**src/rtl/ctrl_pkg.sv**
```systemverilog
// ctrl_pkg: state, opcode and control-field encodings shared by the multi-cycle control unit.
package ctrl_pkg;
  localparam logic [3:0] S_IDLE     = 4'd0;
  localparam logic [3:0] S_FETCH    = 4'd1;
  localparam logic [3:0] S_DECODE   = 4'd2;
  localparam logic [3:0] S_EXEC_R   = 4'd3;
  localparam logic [3:0] S_EXEC_I   = 4'd4;
  localparam logic [3:0] S_MEM_ADDR = 4'd5;
  localparam logic [3:0] S_MEM_RD   = 4'd6;
  localparam logic [3:0] S_MEM_WR   = 4'd7;
  localparam logic [3:0] S_WB_ALU   = 4'd8;
  localparam logic [3:0] S_WB_MEM   = 4'd9;
  localparam logic [3:0] S_BRANCH   = 4'd10;
  localparam logic [3:0] S_JUMP     = 4'd11;
  localparam logic [3:0] S_HALT     = 4'd12;

  localparam logic [6:0] OP_R   = 7'b0110011;
  localparam logic [6:0] OP_I   = 7'b0010011;
  localparam logic [6:0] OP_LD  = 7'b0000011;
  localparam logic [6:0] OP_SD  = 7'b0100011;
  localparam logic [6:0] OP_BEQ = 7'b1100011;
  localparam logic [6:0] OP_JAL = 7'b1101111;

  typedef enum logic [1:0] {ALU_ADD = 2'd0, ALU_SUB = 2'd1, ALU_FUNCT = 2'd2} alu_op_e;
  typedef enum logic [1:0] {A_PC = 2'd0, A_RS1 = 2'd1, A_OLDPC = 2'd2} src_a_e;
  typedef enum logic [1:0] {B_RS2 = 2'd0, B_FOUR = 2'd1, B_IMM = 2'd2} src_b_e;
  typedef enum logic [1:0] {PC_ALU = 2'd0, PC_ALUOUT = 2'd1} pc_src_e;
  typedef enum logic [1:0] {F_NONE = 2'd0, F_ILLEGAL = 2'd1, F_TIMEOUT = 2'd2} fault_e;

  function automatic logic is_mem_state(input logic [3:0] s);
    return s == S_FETCH || s == S_MEM_RD || s == S_MEM_WR;
  endfunction
endpackage

```
**src/rtl/mem_wait_timer.sv**
```systemverilog
// mem_wait_timer: counts memory wait states and flags the cycle the count reaches TIMEOUT_CYCLES.
module mem_wait_timer #(
  parameter int TIMEOUT_CYCLES = 16
) (
  input  logic clk,
  input  logic rst_n,
  input  logic clr_i,
  input  logic cnt_en_i,
  output logic timeout_o
);
  localparam int W = $clog2(TIMEOUT_CYCLES + 1);
  logic [W-1:0] cnt_q, cnt_d;
  always_comb cnt_d = clr_i ? '0 : cnt_en_i ? cnt_q + W'(1) : cnt_q;
  always_ff @(posedge clk or negedge rst_n)
    if (!rst_n) cnt_q <= '0;
    else cnt_q <= cnt_d;
  assign timeout_o = cnt_en_i && (cnt_q == W'(TIMEOUT_CYCLES - 1));
endmodule

```
**src/rtl/multicycle_control_unit.sv**
```systemverilog
// multicycle_control_unit: multi-cycle RV64-subset control FSM with shared memory handshake and timeout.
// Define CTRL_JAL_EN to add the JUMP state for opcode 1101111.
module multicycle_control_unit
  import ctrl_pkg::*;
#(
  parameter int TIMEOUT_CYCLES = 16,
  parameter int CNT_W = 32
) (
  input  logic             clk,
  input  logic             rst_n,
  input  logic [6:0]       opcode,
  input  logic             mem_ready,
  output logic             mem_req,
  output logic             mem_we,
  output logic             i_or_d,
  output logic             ir_write,
  output logic             pc_write,
  output logic             pc_write_cond,
  output logic [1:0]       pc_src,
  output logic [1:0]       alu_src_a,
  output logic [1:0]       alu_src_b,
  output logic [1:0]       alu_op,
  output logic             mem_to_reg,
  output logic             reg_write,
  output logic             halted,
  output logic [1:0]       fault,
  output logic [CNT_W-1:0] instret
);
  logic [3:0]       state_q, state_d;
  logic [1:0]       fault_q, fault_d;
  logic [CNT_W-1:0] instret_q, instret_d;
  logic             timeout, retire;

  mem_wait_timer #(.TIMEOUT_CYCLES(TIMEOUT_CYCLES)) u_timer (
    .clk      (clk),
    .rst_n    (rst_n),
    .clr_i    (state_d != state_q),
    .cnt_en_i (is_mem_state(state_q) && !mem_ready),
    .timeout_o(timeout)
  );

  always_comb begin
    state_d = state_q;
    fault_d = fault_q;
    case (state_q)
      S_IDLE:     state_d = S_FETCH;
      S_FETCH:    state_d = timeout ? S_HALT : mem_ready ? S_DECODE : S_FETCH;
      S_DECODE:
        case (opcode)
          OP_R:         state_d = S_EXEC_R;
          OP_I:         state_d = S_EXEC_I;
          OP_LD, OP_SD: state_d = S_MEM_ADDR;
          OP_BEQ:       state_d = S_BRANCH;
`ifdef CTRL_JAL_EN
          OP_JAL:       state_d = S_JUMP;
`endif
          default: begin
            state_d = S_HALT;
            fault_d = F_ILLEGAL;
          end
        endcase
      S_EXEC_R, S_EXEC_I: state_d = S_WB_ALU;
      S_MEM_ADDR: state_d = (opcode == OP_LD) ? S_MEM_RD : S_MEM_WR;
      S_MEM_RD:   state_d = timeout ? S_HALT : mem_ready ? S_WB_MEM : S_MEM_RD;
      S_MEM_WR:   state_d = timeout ? S_HALT : mem_ready ? S_FETCH : S_MEM_WR;
`ifdef CTRL_JAL_EN
      S_JUMP:     state_d = S_FETCH;
`endif
      S_WB_ALU, S_WB_MEM, S_BRANCH: state_d = S_FETCH;
      S_HALT:     state_d = S_HALT;
      default:    state_d = S_IDLE;
    endcase
    if (timeout) fault_d = F_TIMEOUT;
  end

  // Every state that leaves for FETCH, except IDLE, completes an instruction.
  assign retire    = state_d == S_FETCH && state_q != S_IDLE && state_q != S_FETCH;
  assign instret_d = retire ? instret_q + CNT_W'(1) : instret_q;

  always_ff @(posedge clk or negedge rst_n)
    if (!rst_n) begin
      state_q   <= S_IDLE;
      fault_q   <= F_NONE;
      instret_q <= '0;
    end else begin
      state_q   <= state_d;
      fault_q   <= fault_d;
      instret_q <= instret_d;
    end

  always_comb begin
    mem_req       = 1'b0;
    mem_we        = 1'b0;
    i_or_d        = 1'b0;
    ir_write      = 1'b0;
    pc_write      = 1'b0;
    pc_write_cond = 1'b0;
    pc_src        = PC_ALU;
    alu_src_a     = A_PC;
    alu_src_b     = B_RS2;
    alu_op        = ALU_ADD;
    mem_to_reg    = 1'b0;
    reg_write     = 1'b0;
    case (state_q)
      S_FETCH: begin
        mem_req   = 1'b1;
        alu_src_b = B_FOUR;
        ir_write  = mem_ready;
        pc_write  = mem_ready;
      end
      S_DECODE: begin
        alu_src_a = A_OLDPC;
        alu_src_b = B_IMM;
      end
      S_EXEC_R: begin
        alu_src_a = A_RS1;
        alu_op    = ALU_FUNCT;
      end
      S_EXEC_I: begin
        alu_src_a = A_RS1;
        alu_src_b = B_IMM;
        alu_op    = ALU_FUNCT;
      end
      S_MEM_ADDR: begin
        alu_src_a = A_RS1;
        alu_src_b = B_IMM;
      end
      S_MEM_RD: begin
        mem_req = 1'b1;
        i_or_d  = 1'b1;
      end
      S_MEM_WR: begin
        mem_req = 1'b1;
        mem_we  = 1'b1;
        i_or_d  = 1'b1;
      end
      S_WB_ALU: reg_write = 1'b1;
      S_WB_MEM: begin
        reg_write  = 1'b1;
        mem_to_reg = 1'b1;
      end
      S_BRANCH: begin
        alu_src_a     = A_RS1;
        alu_op        = ALU_SUB;
        pc_write_cond = 1'b1;
        pc_src        = PC_ALUOUT;
      end
`ifdef CTRL_JAL_EN
      S_JUMP: begin
        reg_write = 1'b1;
        alu_src_a = A_OLDPC;
        alu_src_b = B_FOUR;
        pc_write  = 1'b1;
        pc_src    = PC_ALUOUT;
      end
`endif
      default: ;
    endcase
  end

  assign halted  = state_q == S_HALT;
  assign fault   = fault_q;
  assign instret = instret_q;
endmodule

```
**config.mk**
```make
export PLATFORM = sky130hd
export DESIGN_NAME = multicycle_control_unit
export DESIGN_NICKNAME = d
export VERILOG_FILES = /design/src/rtl/ctrl_pkg.sv /design/src/rtl/mem_wait_timer.sv /design/src/rtl/multicycle_control_unit.sv
export SDC_FILE = /design/constraint.sdc
export NUM_CORES = 1
export LEC_CHECK = 0
export ABC_AREA = 0
export CORE_UTILIZATION = 42
export CTS_BUF_LIST = sky130_fd_sc_hd__clkbuf_8
export DETAILED_ROUTE_END_ITERATION = 8
export PLACE_DENSITY = 0.72
export SLEW_MARGIN = 0
export SYNTH_ARGS = -nofsm -noshare
export SYNTH_HDL_FRONTEND = slang
export SYNTH_SLANG_ARGS = --single-unit
```
**constraint.sdc**
```tcl
create_clock -name clk -period 3.5 [get_ports clk]
set_input_delay 0.525 -clock clk [delete_from_list [all_inputs] [get_ports clk]]
set_output_delay 0.525 -clock clk [all_outputs]
set_load 0.02 [all_outputs]
```
==> out/metrics.cfg <==
[global_route]
grt_usage_pct = 19.4
grt_overflow = 0
grt_pass1_wl_mm = 9.51
grt_pass1_vias = 2014
antenna_found_initial = 0
grt_start_max_net_pins = 44

[timing]
slew_viol_final = 0
hold_viol_final = 0
worstMarginPinSlew_ns = 0.951
setup_viol = 0
fmax_mhz = 340
setup_ws_ns = 0.560
rsz0062_at_grt = false
period_minus_slack_ns = 2.94
slew_headroom_pct = 36.6
fin_setup_tns_ns = 0
finClkSkew_ns = 0.00374
fin_crit_sh_pct = 84.0

[place]
pre_cts_ws_ns = 0.823
hpwlAfterDp_mm = 4.05
gp_congestion = 0.907
portBuffers = 59

[detailed_routing]
drt_iter0_markers = 183
first_pass_iters = 4
ant_nets = 0
routedWlPerCell_um = 14.8
wl_mm = 5.62
drc = 0
num_vias = 2107
viasPerCell = 5.56

[worst_setup_path]
cp.arrival_ns = 2.42
rr_endpoint = u_timer.cnt_q[4]
endpoint_kind = primary output
r2r_start = u_timer.cnt_q[0]
cp.required_ns = 2.97
worstPathCellList = nand2_1, nor3_1, or3_1, clkdlybuf4s50_1
slowest_stage = dfrtp_1
crit_fanout = 23
max_stage_delay_ns = 0.82
r2r_cells = 9
rrSetupSlack_ns = 0.95
crit_type = flip-flop to primary output
critPathLaunchType = flip-flop

[cells_and_area]
diodes = 0
n_fill_cell = 514
area_growth_pct = 29.0
drive_gt1_share_pct = 8.79
layout_common_cells = clkdlybuf4s50_1, dfrtp_1, xor2_1
final_common_cell = clkdlybuf4s50_1
finalNetCount = 319

[clock_network]
clk_path_buf_depth = 2
htree_levels = 2
hold_buffers = 0
cts.clk_slew.worst_paths_ns = 0.08
cts-resized-gates = 0
cts-root-buf = clkbuf_8
cts_tree = built
post-cts-setup-buffers = 0
cts.sinks = 43
clk_latency_ns = 0.29
cts_made_buffers = 5

[synth]
synth_cells = 252
synth_cell_types = 51
synthSimpleGateAreaFrac_pct = 26.7
synth_top_family_by_area = simple AND/OR/NAND/NOR gates
async_reset_ff_share_pct = 100
synthTopCellsByArea = dfrtp_1, xor2_1, xnor2_1, nand4_1, nor3_1
ys_ff_latch = 43
yosysSeqAreaShare_pct = 43.4
synth_top_area_share_pct = 43.4
yosys_most_used_dff = dfrtp_1
synth-edff-count = 0
ys_warn_count = 0
syn_area_per_cell_um2 = 9.85
netlist_area_mm2 = 0.00248
synth-compound-area-share_pct = 9.93
yosysTopAreaCell = dfrtp_1
synth_nets = 265
synthMuxAreaShare_pct = 0.857
synth_xor_area_share_pct = 12.7
synth_fa_ha_area_share_pct = 1.51

[run_status]
status = finished, final reports clean

[floorplanning]
start_util_pct = 44.2
ios = 61
die_area_mm2 = 0.00622
die_h_um = 78.9
fp.coreArea_mm2 = 0.00561
die_width_um = 78.9
rows = 27

[pwr]
vdd_ir_drop_max_v = 0.000500
p_leak_nw = 1.39
p_per_area_mw_per_mm2 = 641

[worst_hold_path]
hold_class = input port to async pin

[flow_run]
drv_cap = 0

cell families after synthesis:
| kind of cell | count (synthesis) |
|---|---|
| mux | 2 |
| compound gates | 34 |
| simple gates | 111 |
| other cells | 1 |
| flops | 43 |
| fa+ha+maj | 3 |
| xor+xnor | 36 |
| buf+inv | 22 |
report_power, final:
| group | switching [mW] | internal [mW] |
|---|---|---|
| clock | 0.172 | 0.231 |
| sequential | 0.126 | 0.557 |
| combinational | 0.565 | 0.401 |
layout make-up:
type | instances | area [µm²] | area share (%)
Clock buffer | 6 | 82.6 | 2.58
Clock inverter | 2 | 35.0 | 1.09
Inverter | 8 | 30.0 | 0.938
Multi-Input combinational cell | 187 | 1290 | 40.2
Sequential cell | 43 | 1080 | 33.6
Tap cell | 72 | 90.1 | 2.81
Timing Repair Buffer | 61 | 601 | 18.8
metrics by stage:
step	power, mW	cells	util [%]	area [µm²]	hold slack (ns)
2_1_floorplan	1.35	252	-	2480	0.229
3_3_place_gp	1.65	371	55.0	3080	0.477
3_5_place_dp	1.66	371	55.0	3080	0.483
4_1_cts	2.07	379	57.1	3200	0.402
5_1_grt	2.19	379	57.1	3200	0.443
6_report	2.05	379	57.1	3200	0.367
how the worst max path moves through the flow:
stage	from	end	cells after the start
finish	state_q[3]	alu_src_a[0]	4
global route	state_q[3]	alu_src_a[0]	4
CTS	state_q[3]	alu_src_a[0]	4
detailed placement	mem_ready	u_timer.cnt_q[4]	7
global placement	mem_ready	instret[10]	7
floorplan	state_q[3]	alu_src_a[0]	5
synthesized netlist by cell type (2+ instances only):
library cell and number:
a21oi_1 10, a22oi_1 3, and3_1 13, and4_1 2, and4bb_2 2, buf_2 5
buf_4 4, buf_6 2, clkbuf_1 2, dfrtp_1 43, ha_1 3, inv_1 7
nand2_1 15, nand2b_1 4, nand3_1 10, nand4_1 15, nor2_1 13, nor2b_1 5
nor3_1 17, nor4_1 3, o21ai_0 7, o31ai_1 2, or3_1 3, xnor2_1 16
xor2_1 20
state kept, by name, summed over array words and instances (netlist names):
signal         flops
instret           32
u_timer.cnt_q      5
state_q            4
fault              2
critical path: cells and delay by family (launching register included):
family / cells / cell delay (ns)
and+or+nand+nor: 3 / 0.71
buffers and inverters: 1 / 0.60
DFF: 1 / 0.82
layer usage:
layer | vias to the layer above | global-route usage, % | wire [µm]
met1 | 1012 | 26.8 | 2640
met2 | 82 | 29.6 | 2570
met5 | - | 0 | 0
met3 | 5 | 4.48 | 346
li1 | 1008 | - | -
met4 | 0 | 7.64 | 56
Note: power is estimated with default switching activity, not from simulation.
